`config.mk`:
```
export PLATFORM = sky130hd
export DESIGN_NAME = cc_level_sequencer
export DESIGN_NICKNAME = d
export VERILOG_FILES = /design/src/rtl/cc_level_sequencer.sv
export SDC_FILE = /design/constraint.sdc
export NUM_CORES = 1
export LEC_CHECK = 0
export BUFFER_PORTS_ARGS = -buffer_cell sky130_fd_sc_hd__buf_2
export CORE_ASPECT_RATIO = 0.8
export CORE_MARGIN = 5
export CORE_UTILIZATION = 40
export DETAILED_ROUTE_END_ITERATION = 12
export PLACE_DENSITY = 0.64
export SYNTH_ARGS = -nofsm -noshare
export SYNTH_HDL_FRONTEND = slang
export SYNTH_SLANG_ARGS = --single-unit
```
`constraint.sdc`:
```
create_clock -name CC_LEVELSEQUENCER_CLOCK_50 -period 7.12 [get_ports CC_LEVELSEQUENCER_CLOCK_50]
set_input_delay 0.356 -clock CC_LEVELSEQUENCER_CLOCK_50 [delete_from_list [all_inputs] [get_ports CC_LEVELSEQUENCER_CLOCK_50]]
set_output_delay 0.356 -clock CC_LEVELSEQUENCER_CLOCK_50 [all_outputs]
set_load 0.02 [all_outputs]
```
`src/rtl/cc_level_sequencer.sv`:
```
// cc_level_sequencer: clocked level flow for the road/obstacle game.
// Walks banner screen -> level track -> next banner through NUM_LEVELS
// levels, emitting one registered, left-aligned pattern row per accepted
// scroll strobe. Handles pause (blocks strobes) and crash (restarts the
// current level track).
// Optional build macro: CC_LEVELSEQUENCER_LOOP_EN -- after the last level
// the game laps back to the level-1 banner instead of stopping in DONE.
module cc_level_sequencer #(
  parameter int ROW_WIDTH       = 8,
  parameter int NUM_LEVELS      = 3,
  parameter int BANNER_ROWS     = 8,
  parameter int LEVEL_BASE_ROWS = 10,
  parameter int LEVEL_STEP_ROWS = 5,
  parameter int PROG_WIDTH      = 5
) (
  input  logic                  CC_LEVELSEQUENCER_CLOCK_50,
  input  logic                  CC_LEVELSEQUENCER_RESET_InHigh,
  input  logic                  CC_LEVELSEQUENCER_Start_In,
  input  logic                  CC_LEVELSEQUENCER_Advance_In,
  input  logic                  CC_LEVELSEQUENCER_Pause_In,
  input  logic                  CC_LEVELSEQUENCER_Crash_In,
  output logic [ROW_WIDTH-1:0]  CC_LEVELSEQUENCER_Row_OutBus,
  output logic                  CC_LEVELSEQUENCER_RowValid_Out,
  output logic [1:0]            CC_LEVELSEQUENCER_Level_OutBus,
  output logic [PROG_WIDTH-1:0] CC_LEVELSEQUENCER_Progress_OutBus,
  output logic                  CC_LEVELSEQUENCER_Banner_Out,
  output logic                  CC_LEVELSEQUENCER_LevelDone_Out,
  output logic                  CC_LEVELSEQUENCER_GameDone_Out
);

  // S_LEVEL_END is a one-cycle hand-off after the last track row so that
  // LevelDone and GameDone land on consecutive cycles.
  typedef enum logic [2:0] {
    S_IDLE,
    S_BANNER,
    S_LEVEL,
    S_LEVEL_END,
    S_DONE
  } state_t;

  localparam logic [1:0]            LAST_LEVEL  = 2'(NUM_LEVELS);
  localparam logic [PROG_WIDTH-1:0] BANNER_LAST = PROG_WIDTH'(BANNER_ROWS - 1);

  // Pattern tables, first emitted row in the most significant byte.
  localparam logic [8*8-1:0]  BANNER1_TBL = 64'h007C_1010_1030_1000;
  localparam logic [8*8-1:0]  BANNER2_TBL = 64'h007E_2018_0442_3C00;
  localparam logic [8*8-1:0]  BANNER3_TBL = 64'h003C_4202_1C42_3C00;
  localparam logic [8*10-1:0] LEVEL1_TBL  = 80'h2080_2010_4020_8020_1040;
  localparam logic [8*15-1:0] LEVEL2_TBL  = 120'h60A0_6090_C060_60A0_9040_A030_3050_D0;
  localparam logic [8*20-1:0] LEVEL3_TBL  =
    160'hE0B0_E070_E070_B070_B0D0_B070_7070_E0B0_D0E0_D090;

  state_t                  state_q, state_d;
  logic [1:0]              level_q, level_d;
  logic [PROG_WIDTH-1:0]   prog_q, prog_d;
  logic [ROW_WIDTH-1:0]    row_q, row_d;
  logic                    valid_q, valid_d;
  logic                    ldone_q, ldone_d;
  logic                    gdone_q, gdone_d;
  logic                    accept;

  // Look up one 8-bit pattern; indices beyond a table's length read as blank.
  function automatic logic [7:0] pattern(input logic [1:0] lvl, input logic banner,
                                         input logic [PROG_WIDTH-1:0] idx);
    int i;
    logic [7:0] p;
    i = int'(idx);
    p = 8'h00;
    if (banner) begin
      if (i < 8) begin
        case (lvl)
          2'd1:    p = BANNER1_TBL[8*(7-i) +: 8];
          2'd2:    p = BANNER2_TBL[8*(7-i) +: 8];
          2'd3:    p = BANNER3_TBL[8*(7-i) +: 8];
          default: p = 8'h00;
        endcase
      end
    end else begin
      case (lvl)
        2'd1:    if (i < 10) p = LEVEL1_TBL[8*(9-i)  +: 8];
        2'd2:    if (i < 15) p = LEVEL2_TBL[8*(14-i) +: 8];
        2'd3:    if (i < 20) p = LEVEL3_TBL[8*(19-i) +: 8];
        default: p = 8'h00;
      endcase
    end
    return p;
  endfunction

  // Index of the last track row of a level (level n has base + (n-1)*step rows).
  function automatic logic [PROG_WIDTH-1:0] level_last(input logic [1:0] lvl);
    return PROG_WIDTH'(LEVEL_BASE_ROWS + (int'(lvl) - 1) * LEVEL_STEP_ROWS - 1);
  endfunction

  // Left-align an 8-bit pattern in the output row; extra LSBs stay zero.
  function automatic logic [ROW_WIDTH-1:0] place(input logic [7:0] p);
    logic [ROW_WIDTH-1:0] r;
    r = '0;
    r[ROW_WIDTH-1 -: 8] = p;
    return r;
  endfunction

  assign accept = CC_LEVELSEQUENCER_Advance_In & ~CC_LEVELSEQUENCER_Pause_In &
                  ~CC_LEVELSEQUENCER_Crash_In;

  // State and output registers; reset clears everything to the IDLE picture.
  always_ff @(posedge CC_LEVELSEQUENCER_CLOCK_50 or posedge CC_LEVELSEQUENCER_RESET_InHigh) begin
    if (CC_LEVELSEQUENCER_RESET_InHigh) begin
      state_q <= S_IDLE;
      level_q <= 2'd0;
      prog_q  <= '0;
      row_q   <= '0;
      valid_q <= 1'b0;
      ldone_q <= 1'b0;
      gdone_q <= 1'b0;
    end else begin
      // NOTE: non-blocking assignments so every register samples pre-edge values.
      state_q <= state_d;
      level_q <= level_d;
      prog_q  <= prog_d;
      row_q   <= row_d;
      valid_q <= valid_d;
      ldone_q <= ldone_d;
      gdone_q <= gdone_d;
    end
  end

  // Next-state and next-output decode for the level flow.
  always_comb begin
    // NOTE: every target gets a default first so no path can infer a latch.
    state_d = state_q;
    level_d = level_q;
    prog_d  = prog_q;
    row_d   = row_q;
    valid_d = 1'b0;
    ldone_d = 1'b0;
    gdone_d = 1'b0;

    case (state_q)
      S_IDLE: begin
        if (CC_LEVELSEQUENCER_Start_In) begin
          state_d = S_BANNER;
          level_d = 2'd1;
          prog_d  = '0;
        end
      end

      S_BANNER: begin
        if (accept) begin
          row_d   = place(pattern(level_q, 1'b1, prog_q));
          valid_d = 1'b1;
          if (prog_q == BANNER_LAST) begin
            prog_d  = '0;
            state_d = S_LEVEL;
          end else begin
            prog_d = prog_q + PROG_WIDTH'(1);
          end
        end
      end

      S_LEVEL: begin
        if (CC_LEVELSEQUENCER_Crash_In) begin
          // Crash restarts the track of the current level with a blank row.
          prog_d = '0;
          row_d  = '0;
        end else if (accept) begin
          row_d   = place(pattern(level_q, 1'b0, prog_q));
          valid_d = 1'b1;
          if (prog_q == level_last(level_q)) begin
            prog_d  = '0;
            ldone_d = 1'b1;
            state_d = S_LEVEL_END;
          end else begin
            prog_d = prog_q + PROG_WIDTH'(1);
          end
        end
      end

      S_LEVEL_END: begin
        if (level_q < LAST_LEVEL) begin
          state_d = S_BANNER;
          level_d = level_q + 2'd1;
        end else begin
          gdone_d = 1'b1;
`ifdef CC_LEVELSEQUENCER_LOOP_EN
          state_d = S_BANNER;
          level_d = 2'd1;
`else
          state_d = S_DONE;
          row_d   = '0;
`endif
        end
      end

      S_DONE: begin
        if (CC_LEVELSEQUENCER_Start_In) begin
          state_d = S_BANNER;
          level_d = 2'd1;
          prog_d  = '0;
        end
      end

      default: state_d = S_IDLE;
    endcase
  end

  assign CC_LEVELSEQUENCER_Row_OutBus      = row_q;
  assign CC_LEVELSEQUENCER_RowValid_Out    = valid_q;
  assign CC_LEVELSEQUENCER_Level_OutBus    = level_q;
  assign CC_LEVELSEQUENCER_Progress_OutBus = prog_q;
  assign CC_LEVELSEQUENCER_Banner_Out      = (state_q == S_BANNER);
  assign CC_LEVELSEQUENCER_LevelDone_Out   = ldone_q;
  assign CC_LEVELSEQUENCER_GameDone_Out    = gdone_q;

endmodule
```
Word level (Yosys, flattened, before mapping)

Cells that the tools add are included.

Order comparisons: 5
Bitwise gates (word level): 4
Add/sub/neg operators: 9
Multiplexer cells: 38
Equal/unequal tests: 18
Shifts and indexed selects: 6
Reductions and logical operators: 9
$mul: 1

Operators with widths:

| operator                   | number |
|---|---|
| $shiftx A64 B9 Y8 const A  | 3 |
| $shiftx A160 B9 Y8 const A | 1 |
| $shiftx A120 B9 Y8 const A | 1 |
| $shiftx A80 B9 Y8 const A  | 1 |
| $pmux W8 S3                | 3 |
| $mux W8                    | 8 |
| $mux W5                    | 6 |
| $mux W3                    | 7 |
| $lt A5 B4 Y1 const B       | 3 |
| $pmux W5 S3                | 1 |
| $pmux W3 S4                | 1 |
| $sub A4 B5 Y6 const A      | 2 |
| $ne A2 B2 Y1 const B       | 5 |
| $mux W1                    | 8 |
| $reduce_and A4 Y1          | 2 |
| $eq A3 B2 Y1 const B       | 2 |
| $ne A2 B1 Y1 const B       | 3 |
| $reduce_and A6 Y1          | 1 |
| $reduce_bool A3 Y1         | 2 |
| $sub A3 B5 Y6 const A      | 1 |
| $sub A5 B5 Y6 const A      | 1 |
| $add A5 B1 Y5 const B      | 1 |
| $add A5 B5 Y5 const A      | 1 |
| $eq A5 B3 Y1 const B       | 1 |
| 21 further kinds           | 25 |

Output and inout bits: 19
Input port bits: 6
Bits in registers: 21
Word-level logic and storage cells: 97

Logic depth before layout (Yosys ltp)

Depth after elaboration: 9
Gate-level depth with buffers: 10
Mapped depth without buffers: 8

Worst setup path after synthesis

OpenSTA, ideal clock, no wires.

Path kind: flip-flop to flip-flop
From: reg prog_q[3] (netlist: CC_LEVELSEQUENCER_Progress_OutBus[3])
To: reg row_q[7] (netlist: CC_LEVELSEQUENCER_Row_OutBus[7])
Path buffers: 2
Stages on the path, launching flop included: 9
Setup slack: 4.647 ns
Clock period less this slack: 2.473 ns
Data required time: 6.999 ns
Setup time: 0.121 ns
Data arrival time: 2.352 ns
Cells stage by stage: dfrtp_1 -> clkbuf_1 -> inv_1 -> ha_1 -> clkbuf_1 -> nor2_1 -> a2111oi_0 -> o211ai_1 -> a22o_1

Cells in the longest elaborated chain, start to end: 7
Elaborated cells on any way between the ends: 24
Those cells by class: add/sub (4); order compare (4); shift (6); mux (10)

Ends and longest elaborated chain:

| element                                          | line       | text |
|---|---|---|
| start, declared                                  | 55         | `logic [PROG_WIDTH-1:0] prog_q, prog_d;` |
| start signal, assigned                           | 119        | `prog_q <= prog_d;` |
| $sub A5 B5 Y6, or another cell as far along      | 82         | `2'd3: if (i < 20) p = LEVEL3_TBL[8*(19-i) +: 8];` |
| $shiftx A160 B9 Y8, or another cell as far along | 82         |  |
| $mux W8, on equally long branches                | 82, 80, 81 |  |
| $pmux W8 S3                                      | 79         | `case (lvl)` |
| $mux W8                                          | 165        | `end else if (accept) begin` |
| $mux W8                                          | 161        | `if (CC_LEVELSEQUENCER_Crash_In) begin` |
| $pmux W8 S3 *                                    | 138        | `case (state_q)` |
| end signal, assigned                             | 120        | `row_q <= row_d;` |
| end, declared                                    | 56         | `logic [ROW_WIDTH-1:0] row_q, row_d;` |

Every way passes the cells marked *; elsewhere a longest branch is shown, timed or not. The select of a mux whose other input is x is not followed.
A chain may end at the register's enable or synchronous reset.

Worst setup path after layout

From: reg prog_q[2] (netlist: CC_LEVELSEQUENCER_Progress_OutBus[2])
To: reg row_q[7] (netlist: CC_LEVELSEQUENCER_Row_OutBus[7])

The elaborated chain is that of the path after synthesis.

==> flow_summary.json <==
{
  "grt_overflow": 0,
  "port_buffers": 23,
  "synth_top_area_cell": "dfrtp_1",
  "rsz0062_at_grt": "false",
  "power_mw": 0.6482,
  "tns_ns": 0,
  "hold-worst-slack_ns": 0.2346,
  "power_leakage_nw": 1.041,
  "crit_type": "reg2reg",
  "path_depth": 8,
  "drt_iter0_markers": 140,
  "hpwlAfterDp_mm": 4.501,
  "crit_arrival_ns": 3.49,
  "pre_cts_ws_ns": 3.849,
  "synth_cells": 299,
  "clock-root-buffer": "clkbuf_8",
  "nNetsFinal": 334,
  "cp_data_required_time_ns": 7.27,
  "die_h_um": 77.60,
  "ant_nets": 0,
  "relSlewSlack_pct": 40.41,
  "clk_latency_ns": 0.26,
  "crit_path_max_fanout": 26,
  "maxCapViolations": 0,
  "grt_pass1_wl_mm": 10.25,
  "met2_wirelength_mm": 2.491,
  "rows": 24,
  "ir_drop_mv": 0.1798,
  "start_kind": "flip-flop",
  "worst-path-buf-inv": 1,
  "crit_family": "flip-flops",
  "endpoint_kind": "flip-flop",
  "track_usage_pct": 17.07,
  "netlist_area_mm2": 0.002285,
  "syn-num-nets": 326,
  "vias": 2175,
  "skew_ns": 0.005231,
  "layout_setup_ws_ns": 3.781,
  "hold_path_class": "in2async",
  "syn_to_final_growth_pct": 7.503,
  "cts_buffers": 3,
  "pin_count": 25,
  "cts_hold_buf": 0,
  "drcViolationCount": 0,
  "antenna_cells": 0,
  "path_cells": "clkinv_1 -> ha_1 -> nand2b_1 -> nand2b_1 -> a21oi_1 -> a2111oi_0 -> o211ai_1 -> a22o_1",
  "cts.sinks": 20,
  "cts_setup_buffers": 0,
  "gp_congestion": 0.8702,
  "h-tree-depth": 1,
  "drive_above_1_share_pct": 10.78,
  "synth.distinct_cells": 58,
  "top_layer": "met4",
  "grt_max_degree": 27,
  "status": "complete, no violations",
  "rr_worst_depth": 8,
  "wl_met1_mm": 3.207,
  "coreArea_mm2": 0.005495,
  "wl_per_cell_um": 15.56,
  "synth_edf_count": 0,
  "period_share_pct": 46.89,
  "syn_area_per_cell_um2": 7.641,
  "first_pass_iters": 4,
  "setup_violations": 0,
  "cts_buffer_depth": 2,
  "yosysWarnings": 0,
  "route.met3.wl_um": 244,
  "viasPerCell": 5.664,
  "ys_ff_latch": 20,
  "fin_area_mm2": 0.002456,
  "die_w_um": 94.50,
  "clk_pin_slew_worst_paths_ns": 0.08,
  "grt_pass1_vias": 1940,
  "cpPeakStageDelay_ns": 0.90,
  "critPathSlowestCell": "dfrtp_1",
  "tightestPinTransition_ns": 0.8938,
  "maxSlewViolCount": 0,
  "initial_utilization_pct": 41.58,
  "synth_common_cells": "nand2_1 (31), nor2_1 (22), ha_1 (21)",
  "hold_viol_final": 0,
  "dieArea_mm2": 0.007332,
  "cts_tree": "yes",
  "fin_crit_ns": 3.339,
  "synth.most_common_cell": "nand2_1",
  "yosysSeqAreaShare_pct": 21.91,
  "async_reset_ff_share_pct": 100.0,
  "wl_mm": 5.975,
  "fmax_mhz": 299.5,
  "power_density_mw_per_mm2": 263.9,
  "placed_area_mm2": 0.002401,
  "synth_area_leaders": "dfrtp_1 (22%), ha_1 (12%), nand2_1 (5.1%)",
  "antenna_found_initial": 0,
  "ys.flop_type": "dfrtp_1",
  "cts_resized": 0,
  "synth_top_area_share_pct": 21.91,
  "crit_top_cell": "nand2b_1"
}
==> cell families after synthesis <==
logic type	count (synthesis)	share of synthesized area, %
simple gates	114	25.85
compound gates	88	26.18
other cells	1	0.1641
buf+inv	36	7.010
xor+xnor	17	6.517
mux	2	0.8763
flops	20	21.91
fa+ha+maj	21	11.50
==> metal layers <==
| metal | global-route usage (%) | up-vias |
|---|---|---|
| met4 | 1.441 | 0 |
| met5 | 0 | - |
| li1 | - | 1094 |
| met2 | 24.01 | 43 |
| met3 | 2.708 | 4 |
| met1 | 27.89 | 1034 |
==> per-stage QoR <==
step | util, % | std cells
detailed placement | 43.69 | 380
finish | 44.69 | 384
floorplan | - | 299
global route | 44.69 | 384
CTS | 44.69 | 384
global placement | 43.69 | 380
==> sequential cells by signal (all words and copies together), names as in the netlist <==
register and flops:
CC_LEVELSEQUENCER_Row_OutBus 7, CC_LEVELSEQUENCER_LevelDone_Out 1, CC_LEVELSEQUENCER_Level_OutBus 2, CC_LEVELSEQUENCER_RowValid_Out 1, CC_LEVELSEQUENCER_Progress_OutBus 5, CC_LEVELSEQUENCER_GameDone_Out 1
state_q 3
==> cell type report <==
type / count / area (µm²)
Tap cell: 78 / 97.59
Sequential cell: 20 / 500.5
Clock buffer: 4 / 55.05
Timing Repair Buffer: 24 / 122.6
Multi-Input combinational cell: 243 / 1624
Fill cell: 555 / 3039
Inverter: 15 / 56.30
==> report_power, final <==
part	leakage (nW)	switching, mW	internal [mW]	total [mW]
clock	0.0288	0.0390	0.0493	0.0883
combinational	0.757	0.224	0.151	0.375
sequential	0.255	0.0622	0.123	0.185
==> layout by cell type, fill, tap and decap left out, drive strengths merged, types with 9 or more instances in the layout <==
master  instances
dfrtp          20
nand3          10
xor2            9
nand2b         10
nand2          31
ha             21
nor2           22
o21ai          20
buf            24
inv            14
a21oi          18
==> worst paths after layout <==
check | start | end | slack [ns]
max | CC_LEVELSEQUENCER_Progress_OutBus[2] | CC_LEVELSEQUENCER_Row_OutBus[7] | 3.78
min | CC_LEVELSEQUENCER_RESET_InHigh | CC_LEVELSEQUENCER_RowValid_Out | 0.23
max reg2reg | CC_LEVELSEQUENCER_Progress_OutBus[2] | CC_LEVELSEQUENCER_Row_OutBus[7] | 3.78
min reg2reg | CC_LEVELSEQUENCER_Row_OutBus[3] | CC_LEVELSEQUENCER_Row_OutBus[3] | 0.48
max in group asynchronous | CC_LEVELSEQUENCER_RESET_InHigh | CC_LEVELSEQUENCER_Level_OutBus[0] | 6.39
min in group CC_LEVELSEQUENCER_CLOCK_50 | CC_LEVELSEQUENCER_Advance_In | CC_LEVELSEQUENCER_RowValid_Out | 0.37
==> worst register-to-register path: stages, from the launching register on <==
cell,delay (ns)
dfrtp_1,0.90
clkinv_1,0.54
ha_1,0.67
nand2b_1,0.18
nand2b_1,0.12
a21oi_1,0.08
a2111oi_0,0.38
o211ai_1,0.15
a22o_1,0.21
Note: power is estimated with default switching activity, not from simulation.
